--- config.mk ---
export PLATFORM = sky130hd
export DESIGN_NAME = truth_table_sequencer
export DESIGN_NICKNAME = d
export VERILOG_FILES = /design/src/rtl/truth_table_sequencer.sv
export SDC_FILE = /design/constraint.sdc
export NUM_CORES = 1
export LEC_CHECK = 0
export BUFFER_PORTS_ARGS = -buffer_cell sky130_fd_sc_hd__buf_2
export CAP_MARGIN = 20
export CORE_UTILIZATION = 45
export CTS_BUF_LIST = sky130_fd_sc_hd__clkbuf_4 sky130_fd_sc_hd__clkbuf_8
export DETAILED_ROUTE_END_ITERATION = 12
export PLACE_DENSITY = 0.75
export SYNTH_ARGS = -nofsm -noshare
export SYNTH_HDL_FRONTEND = slang
export SYNTH_SLANG_ARGS = --single-unit
--- constraint.sdc ---
create_clock -name clk -period 3.4 [get_ports clk]
set_input_delay 0.17 -clock clk [delete_from_list [all_inputs] [get_ports clk]]
set_output_delay 0.17 -clock clk [all_outputs]
set_load 0.005 [all_outputs]
--- src/rtl/truth_table_sequencer.sv ---
// truth_table_sequencer: walks a NUM_IN-input combinational block through every
// input row, samples its NUM_OUT outputs after a settle delay, streams each row
// to a logger over valid/ready and builds one minterm mask per function.
module truth_table_sequencer #(
  parameter int NUM_IN        = 4,
  parameter int NUM_OUT       = 6,
  parameter int SETTLE_CYCLES = 2
) (
  input  logic                            clk,
  input  logic                            rst_n,
  input  logic                            start,
  input  logic                            abort,
  output logic [NUM_IN-1:0]               tt_in,
  input  logic [NUM_OUT-1:0]              tt_out,
  output logic                            row_valid,
  input  logic                            row_ready,
  output logic [NUM_IN-1:0]               row_index,
  output logic [NUM_OUT-1:0]              row_data,
  output logic                            busy,
  output logic                            done,
  output logic                            aborted,
  output logic [NUM_OUT*(2**NUM_IN)-1:0]  mask
);

  localparam int ROWS = 2 ** NUM_IN;
  // Settle counter is sized for the full legal SETTLE_CYCLES range (1..15).
  localparam int SW = 4;
  localparam logic [SW-1:0] SETTLE_LOAD = SW'(SETTLE_CYCLES);

  typedef enum logic [2:0] {
    S_IDLE,
    S_SETTLE,
    S_SAMPLE,
    S_EMIT,
    S_FINISH
  } state_t;

  state_t               r_state,     w_state_next;
  // One extra bit so the terminal count ROWS is representable; its carry ends the sweep.
  logic [NUM_IN:0]      r_cnt,       w_cnt_next;
  logic [NUM_IN:0]      w_cnt_inc;
  logic [SW-1:0]        r_settle,    w_settle_next;
  logic [NUM_IN-1:0]    r_tt_in,     w_tt_in_next;
  logic                 r_row_valid, w_row_valid_next;
  logic [NUM_IN-1:0]    r_row_index, w_row_index_next;
  logic [NUM_OUT-1:0]   r_row_data,  w_row_data_next;
  logic                 r_done,      w_done_next;
  logic                 r_aborted,   w_aborted_next;
  logic                 w_mask_clr;
  logic                 w_mask_wr;

  assign w_cnt_inc = r_cnt + (NUM_IN + 1)'(1);

  // Next-state and next-register values; abort in any active state overrides everything.
  always_comb begin
    w_state_next     = r_state;
    w_cnt_next       = r_cnt;
    w_settle_next    = r_settle;
    w_tt_in_next     = r_tt_in;
    w_row_valid_next = r_row_valid;
    w_row_index_next = r_row_index;
    w_row_data_next  = r_row_data;
    w_done_next      = 1'b0;
    w_aborted_next   = 1'b0;
    w_mask_clr       = 1'b0;
    w_mask_wr        = 1'b0;

    if (abort && (r_state != S_IDLE)) begin
      w_state_next     = S_IDLE;
      w_row_valid_next = 1'b0;
      w_tt_in_next     = '0;
      w_aborted_next   = 1'b1;
    end else begin
      unique case (r_state)
        S_IDLE: begin
          if (start) begin
            w_mask_clr    = 1'b1;
            w_cnt_next    = '0;
            w_tt_in_next  = '0;
            w_settle_next = SETTLE_LOAD;
            w_state_next  = S_SETTLE;
          end
        end
        S_SETTLE: begin
          // Leaving on the cycle the count would hit zero gives exactly SETTLE_CYCLES cycles here.
          w_settle_next = r_settle - SW'(1);
          if (r_settle <= SW'(1)) begin
            w_state_next = S_SAMPLE;
          end
        end
        S_SAMPLE: begin
          w_mask_wr        = 1'b1;
          w_row_data_next  = tt_out;
          w_row_index_next = r_cnt[NUM_IN-1:0];
          w_row_valid_next = 1'b1;
          w_state_next     = S_EMIT;
        end
        S_EMIT: begin
          if (row_ready) begin
            w_cnt_next       = w_cnt_inc;
            w_row_valid_next = 1'b0;
            if (w_cnt_inc[NUM_IN]) begin
              w_state_next = S_FINISH;
            end else begin
              w_tt_in_next  = w_cnt_inc[NUM_IN-1:0];
              w_settle_next = SETTLE_LOAD;
              w_state_next  = S_SETTLE;
            end
          end
        end
        S_FINISH: begin
          w_done_next  = 1'b1;
          w_tt_in_next = '0;
          w_state_next = S_IDLE;
        end
        default: begin
          w_state_next = S_IDLE;
        end
      endcase
    end
  end

  // State and datapath registers.
  always_ff @(posedge clk or negedge rst_n) begin
    if (!rst_n) begin
      r_state     <= S_IDLE;
      r_cnt       <= '0;
      r_settle    <= '0;
      r_tt_in     <= '0;
      r_row_valid <= 1'b0;
      r_row_index <= '0;
      r_row_data  <= '0;
      r_done      <= 1'b0;
      r_aborted   <= 1'b0;
    end else begin
      r_state     <= w_state_next;
      r_cnt       <= w_cnt_next;
      r_settle    <= w_settle_next;
      r_tt_in     <= w_tt_in_next;
      r_row_valid <= w_row_valid_next;
      r_row_index <= w_row_index_next;
      r_row_data  <= w_row_data_next;
      r_done      <= w_done_next;
      r_aborted   <= w_aborted_next;
    end
  end

  // One minterm field per function; each field captures its output bit at the sampled row.
  for (genvar gi = 0; gi < NUM_OUT; gi++) begin : g_func
    logic [ROWS-1:0] r_field;

    // Clear on an accepted start, set the current row's bit during SAMPLE, otherwise hold.
    always_ff @(posedge clk or negedge rst_n) begin
      if (!rst_n) begin
        r_field <= '0;
      end else if (w_mask_clr) begin
        r_field <= '0;
      end else if (w_mask_wr) begin
        r_field[r_cnt[NUM_IN-1:0]] <= tt_out[gi];
      end
    end

    assign mask[gi*ROWS +: ROWS] = r_field;
  end

  assign tt_in     = r_tt_in;
  assign row_valid = r_row_valid;
  assign row_index = r_row_index;
  assign row_data  = r_row_data;
  assign busy      = (r_state != S_IDLE);
  assign done      = r_done;
  assign aborted   = r_aborted;

endmodule

==> results of run 1 <==
## how the worst min path moves through the flow
stage	cells after the start	end	slack (ps)	startpoint
6_report	2	done	130	abort
5_1_grt	2	done	130	abort
4_1_cts	2	done	110	abort
3_5_place_dp	1	r_state[0]	290	rst_n
3_3_place_gp	1	r_state[0]	280	rst_n
2_1_floorplan	0	aborted	-130	rst_n
## flip-flops by register name, summed over array words and instances (netlist names)
name	flops
g_func.r_field	96
row_data	6
r_cnt	5
r_settle	4
row_index	4
tt_in	4
r_state	3
aborted	1
done	1
row_valid	1
## stage by stage
step	instances	worst slack, ps	util	hold WS [ps]	cell area, um2
after global routing	776	889.2	0.5600	127.8	6810
after detailed placement	742	1093	0.5263	289.9	6401
final	776	1051	0.5600	133.5	6810
after CTS	776	1084	0.5600	107.3	6810
after global placement	742	1234	0.5263	279.4	6401
after floorplan	481	1582	-	-125.6	5689
## area by class of cell
class | count | area (um2) | area share
clock buffer | 24 | 299.0 | 0.04391
clock inverter | 8 | 90.09 | 0.01323
inverter | 7 | 26.28 | 0.003858
multi-input combinational | 313 | 2364 | 0.3471
sequential | 125 | 3128 | 0.4593
tap | 168 | 210.2 | 0.03087
timing repair buffer | 131 | 693.2 | 0.1018
## layout by cell type (no fill, tap or decap), types with 6 or more instances in the layout
| master | n |
|---|---|
| sky130_fd_sc_hd__buf_2 | 123 |
| sky130_fd_sc_hd__inv_1 | 7 |
| sky130_fd_sc_hd__a21oi_1 | 10 |
| sky130_fd_sc_hd__clkbuf_8 | 19 |
| sky130_fd_sc_hd__nor2_1 | 104 |
| sky130_fd_sc_hd__clkinv_2 | 6 |
| sky130_fd_sc_hd__o21ai_0 | 7 |
| sky130_fd_sc_hd__nand3_4 | 9 |
| sky130_fd_sc_hd__nor3_1 | 6 |
| sky130_fd_sc_hd__ha_1 | 6 |
| sky130_fd_sc_hd__mux2i_1 | 96 |
| sky130_fd_sc_hd__dfrtp_1 | 125 |
| sky130_fd_sc_hd__mux2_2 | 10 |
## cells by family after synthesis
| logic type | Yosys count | share of synthesized area |
|---|---|---|
| AO/OA/AOI/OAI | 34 | 0.03915 |
| XOR/XNOR | 4 | 0.006159 |
| multiplexers | 111 | 0.1986 |
| buffers and inverters | 43 | 0.03629 |
| adder cells (fa/ha/maj) | 6 | 0.01320 |
| AND/OR/NAND/NOR | 158 | 0.1568 |
| flip-flops | 125 | 0.5498 |
## per-layer routing
| metal | global-route usage | share of wire |
|---|---|---|
| met5 | 0 | 0 |
| met4 | 0.08398 | 0.013 |
| met3 | 0.08682 | 0.075 |
| met2 | 0.3337 | 0.47 |
| met1 | 0.3007 | 0.45 |
## report_power, final
group	internal (W)	total [W]	leakage [nW]	switching (W)
clock network	0.000722	0.00128	0.211	0.000553
logic	0.000255	0.000713	2.30	0.000458
registers	0.00158	0.00168	1.73	0.0000982
## timing repair
item | 4_1_cts | 5_1_grt
endpoints found under the hold margin | 59 | 0
buffers inserted | 0 | 0
hold buffers | 2 | 0
==> metrics.log, run 1 <==
INFO  metric clk_transition_reported_paths = 70 ps
INFO  metric crit_family = simple AND/OR/NAND/NOR gates
INFO  metric grt_pass1_vias = 4027
INFO  metric total_leakage_power = 4.237 nW
INFO  metric cts_root_buffer = sky130_fd_sc_hd__clkbuf_8
INFO  metric ys_ff_latch = 125
INFO  metric boundaryPins = 125
INFO  metric pwr_density_cell = 538.8 mW/mm2
INFO  metric initial_core_util = 0.4678
INFO  metric die_y = 114.4 um
INFO  metric clock-sinks = 125
INFO  metric report.power.total = 0.003670 W
INFO  metric timing.critical_path.arrival = 2660 ps
INFO  metric setup_viol_count_final = 0
INFO  metric vias_per_cell = 5.241
INFO  metric synth_largest_area_cell = sky130_fd_sc_hd__dfrtp_1
INFO  metric grt_antenna_before_repair = 0
INFO  metric grt_first_pass_wirelength = 21.95 mm
INFO  metric synth.area.top_cells = sky130_fd_sc_hd__dfrtp_1 55%, sky130_fd_sc_hd__mux2i_1 17%, sky130_fd_sc_hd__nor2_1 6.9%
INFO  metric worst-r2r-setup-slack = 1050 ps
INFO  metric mappedNetlistNets = 498
INFO  metric max_clock_freq = 425.6 MHz
INFO  metric total_via_count_after_detailed_routing = 4067
INFO  metric crit_chain = nor4b_4, buf_4, nand4_2, mux2i_1, nor2_1
INFO  metric ys_dominant_reg_cell = sky130_fd_sc_hd__dfrtp_1
INFO  metric outcome = completed
INFO  metric finalClockSkew = 10.12 ps
INFO  metric ys.warnings.count = 0
INFO  metric synthArstFlopShare = 1.000
INFO  metric drt_first_iter_violations = 254
INFO  metric drt-pass1-iter-count = 5
INFO  metric standard_cell_core_area = 0.01216 mm2
INFO  metric timing.final.hold_violations = 0
INFO  metric worst_setup_path_startpoint = r_state[1]
INFO  metric globalRouteOverflowTotal = 0
INFO  metric grt_max_degree = 68
INFO  metric areaGrowthSynthToFinish = 19.71%
INFO  metric timing_worst_setup_path_type = flop to flop
INFO  metric finalWeightedCongestion = 0.7981
INFO  metric die_w = 114.4 um
INFO  metric worst_ir_drop_vdd = 293.9 uV
INFO  metric worstPathRequired = 3710 ps
INFO  metric drt-wirelength-per-cell = 17.45 um
INFO  metric layout-drive-gt1-share = 0.3207
INFO  metric fillerInstances = 1059
INFO  metric number_of_flops_mapped_to_enable_cells_by_yosys = 0
INFO  metric post-route-drc-count = 0
INFO  metric postRouteAntennaNets = 0
INFO  metric post-dp-hpwl = 9.285 mm
INFO  metric min_path_type = input pin to flop
INFO  metric synthTopCellsByCount = 125 x sky130_fd_sc_hd__dfrtp_1, 104 x sky130_fd_sc_hd__nor2_1, 96 x sky130_fd_sc_hd__mux2i_1
INFO  metric placementRows = 40
INFO  metric r2r-end = g_func[1].r_field[13]
INFO  metric synth_cells = 481
INFO  metric die_area = 0.01310 mm2
INFO  metric setup.worst_path.end_class = flop
INFO  metric critical-path-max-stage-delay = 710 ps
INFO  metric period_minus_slack = 2349 ps
INFO  metric max_cap_violations = 0
INFO  metric rr_startpoint = r_state[1]
INFO  metric tritoncts = built
INFO  metric htree_num_levels = 4
INFO  metric crit_cells = 5
INFO  metric synth.avg_cell_area = 11.83 um2
INFO  metric yosysSeqAreaShare = 0.5498
INFO  metric ctsLongestPathBuffers = 2
INFO  metric finalWirelength = 13.55 mm
INFO  metric cts-buffers-inserted = 17
INFO  metric area_fraction_of_the_dominant_cell_type_after_synthesis = 0.5498
INFO  metric insertedDiodeCount = 0
INFO  metric number_of_buffers_added_on_ports = 124
INFO  metric critPathBufInv = 1
INFO  metric final_min_period_over_clock_period = 0.6910
INFO  metric nNetsFinal = 612
INFO  metric grt_usage = 0.2254
INFO  metric worst_reg2reg_path_length_in_cells = 5
INFO  metric tns = 0 ps
INFO  metric synth.most_common_cell = sky130_fd_sc_hd__dfrtp_1
INFO  metric maxSlewHeadroom = 0.4824
INFO  metric timing.critical_path.slowest_stage_cell = sky130_fd_sc_hd__dfrtp_1
INFO  metric cts_resized = 0
INFO  metric critical_path_peak_fanout = 27
INFO  metric synth.lib_cells_used.distinct = 49
INFO  metric timing.critical_path.from_type = flop
INFO  metric worstSetupEndpoint = g_func[1].r_field[13]
INFO  metric synthesis.area = 0.005689 mm2
INFO  metric worst_pin_slew = 776.4 ps
INFO  metric slew_viol_final = 0
INFO  metric worst_skew_pair.late_latency = 440 ps
INFO  metric unrepaired_setup_endpoints_after_global_routing = no
No activity file was read; power rests on OpenSTA's default activity.
==> run 2: changes to the inputs <==
Clock period 3.4 ns to 2.3 ns, I/O delays scaled along.
==> run 2 against run 1 <==
  * First-iteration DRC count shrank 10%
  * Power is 56% higher
  * Critical path depth unchanged
  * Maximum frequency increased by 17%
  * Via count rose by 0.91%
  * Flip-flop and latch count stayed put
  * Sequential share of layout area decreased by 0.84 points
  * Setup slack got worse by 760 ps
  * Die area did not move
  * Count of clock-buffer cells in the layout is 6 lower
  * Global-route usage up 0.43 points
  * Non-clock buffer count grew 5
  * Critical endpoint is now g_func[1].r_field[12]
  * Largest cell class unchanged
  * Largest power group unchanged
==> metrics.log, run 2 (synthesized netlist as in run 1, its figures left out) <==
INFO  metric post-route-drc-count = 0
INFO  metric period_minus_slack = 2012 ps
INFO  metric worstPathRequired = 2610 ps
INFO  metric placementRows = 40
INFO  metric registers.top_by_ff_count = g_func.r_field
INFO  metric cts_root_buffer = sky130_fd_sc_hd__clkbuf_8
INFO  metric slew_viol_final = 0
INFO  metric worst_ir_drop_vdd = 633.5 uV
INFO  metric drt-wirelength-per-cell = 17.78 um
INFO  metric worst_pin_slew = 534.9 ps
INFO  metric critical_path_peak_fanout = 27
INFO  metric ctsLongestPathBuffers = 2
INFO  metric timing_worst_setup_path_type = flop to flop
INFO  metric grt_first_pass_wirelength = 22.56 mm
INFO  metric die_area = 0.01310 mm2
INFO  metric layout.cells.most_common_list = 125 x sky130_fd_sc_hd__dfrtp_1, 123 x sky130_fd_sc_hd__buf_2, 104 x sky130_fd_sc_hd__nor2_1
INFO  metric areaGrowthSynthToFinish = 21.93%
INFO  metric outcome = completed
INFO  metric htree_num_levels = 4
INFO  metric layout-drive-gt1-share = 0.3263
INFO  metric grt_usage = 0.2297
INFO  metric cts_resized = 0
INFO  metric setup_viol_count_final = 0
INFO  metric max_cap_violations = 0
INFO  metric postRouteAntennaNets = 0
INFO  metric total_via_count_after_detailed_routing = 4104
INFO  metric cts_hold_repair.buffers = 2
INFO  metric final_setup_margin = 287.8 ps
INFO  metric min_path_type = input pin to flop
INFO  metric cts_setup_buffers = 0
INFO  metric setup.worst_path.end_class = flop
INFO  metric max_clock_freq = 497.0 MHz
INFO  metric boundaryPins = 125
INFO  metric mostFrequentLayoutCell = sky130_fd_sc_hd__dfrtp_1
INFO  metric layout.cells.non_filler = 781
INFO  metric largest_register_ffs = 96
INFO  metric timing.critical_path.arrival = 2320 ps
INFO  metric initial_core_util = 0.4678
INFO  metric pwr_density_cell = 826.5 mW/mm2
INFO  metric nNetsFinal = 617
INFO  metric timing.final.hold_violations = 0
INFO  metric maxSlewHeadroom = 0.6426
INFO  metric grt_antenna_before_repair = 0
INFO  metric globalRouteOverflowTotal = 0
INFO  metric placedCellCount = 747
INFO  metric total_leakage_power = 4.281 nW
INFO  metric post-dp-hpwl = 9.515 mm
INFO  metric final_min_period_over_clock_period = 0.8749
INFO  metric clk_transition_reported_paths = 80 ps
INFO  metric drt_first_iter_violations = 228
INFO  metric utilization = 0.5704
INFO  metric timing.critical_path.from_type = flop
INFO  metric unrepaired_setup_endpoints_after_global_routing = no
INFO  metric insertedDiodeCount = 0
INFO  metric finalWirelength = 13.88 mm
INFO  metric number_of_buffers_added_on_ports = 124
INFO  metric drt-pass1-iter-count = 4
INFO  metric grt_pass1_vias = 4197
INFO  metric die_w = 114.4 um
INFO  metric finalClockSkew = 13.81 ps
INFO  metric die_y = 114.4 um
INFO  metric finalWeightedCongestion = 0.8093
INFO  metric vias_per_cell = 5.255
INFO  metric worst_skew_pair.late_latency = 450 ps
INFO  metric standard_cell_core_area = 0.01216 mm2
INFO  metric tritoncts = built
INFO  metric tns = 0 ps
INFO  metric pre_cts_ws = 333.8 ps
INFO  metric grt_max_degree = 69
INFO  metric cts-buffers-inserted = 17
INFO  metric clock-sinks = 125
INFO  metric fillerInstances = 1037
run 2: path summary, 6_finish.rpt:
check / cells past startpoint / startpoint / slack, ps / end
worst min-delay path: 2 / abort / 80 / done
max in group asynchronous: 3 / rst_n / 1410 / g_func[3].r_field[6]
worst max register to register: 5 / r_state[0] / 290 / g_func[1].r_field[12]
min in group asynchronous: 2 / rst_n / 170 / r_state[1]
worst min register to register: 1 / tt_in[3] / 480 / tt_in[3]
worst max-delay path: 5 / r_state[0] / 290 / g_func[1].r_field[12]
run 2: where the power goes:
| part | internal, W | total (W) | leakage [nW] | switching, W |
|---|---|---|---|---|
| Combinational | 0.000405 | 0.00110 | 2.33 | 0.000694 |
| Clock | 0.00123 | 0.00217 | 0.222 | 0.000934 |
| Sequential | 0.00234 | 0.00247 | 1.73 | 0.000128 |
| Total | 0.00398 | 0.00573 | 4.28 | 0.00176 |
run 2: routing by layer:
metal / wire, um / part of all wire / global-route usage
met5: 0 / 0 / 0
met4: 130 / 0.0094 / 0.07186
met3: 1039 / 0.075 / 0.07623
met2: 6732 / 0.48 / 0.3669
met1: 5981 / 0.43 / 0.2968
run 2: final cells by class:
cell class / instances / area [um2] / share of cell area
tap: 168 / 210.2 / 0.03030
sequential: 125 / 3128 / 0.4509
clock inverter: 14 / 205.2 / 0.02958
inverter: 7 / 26.28 / 0.003788
multi-input combinational: 313 / 2364 / 0.3407
timing repair buffer: 136 / 755.7 / 0.1089
clock buffer: 18 / 247.7 / 0.03571
run 2: metrics by stage:
step | hold WS (ps) | power, W | instance area [um2]
2_1_floorplan | -180.6 | 0.003239 | 5689
3_3_place_gp | 105.4 | 0.003561 | 6464
3_5_place_dp | 103.7 | 0.003605 | 6464
4_1_cts | 51.01 | 0.005769 | 6937
5_1_grt | 84.20 | 0.006011 | 6937
6_report | 76.72 | 0.005733 | 6937
run 2: worst max-delay path, stage by stage (launching register included):
cell,delay (ps)
sky130_fd_sc_hd__dfrtp_1,550
sky130_fd_sc_hd__nor4b_4,400
sky130_fd_sc_hd__buf_12,260
sky130_fd_sc_hd__nand4_2,310
sky130_fd_sc_hd__mux2i_1,260
sky130_fd_sc_hd__nor2_1,60
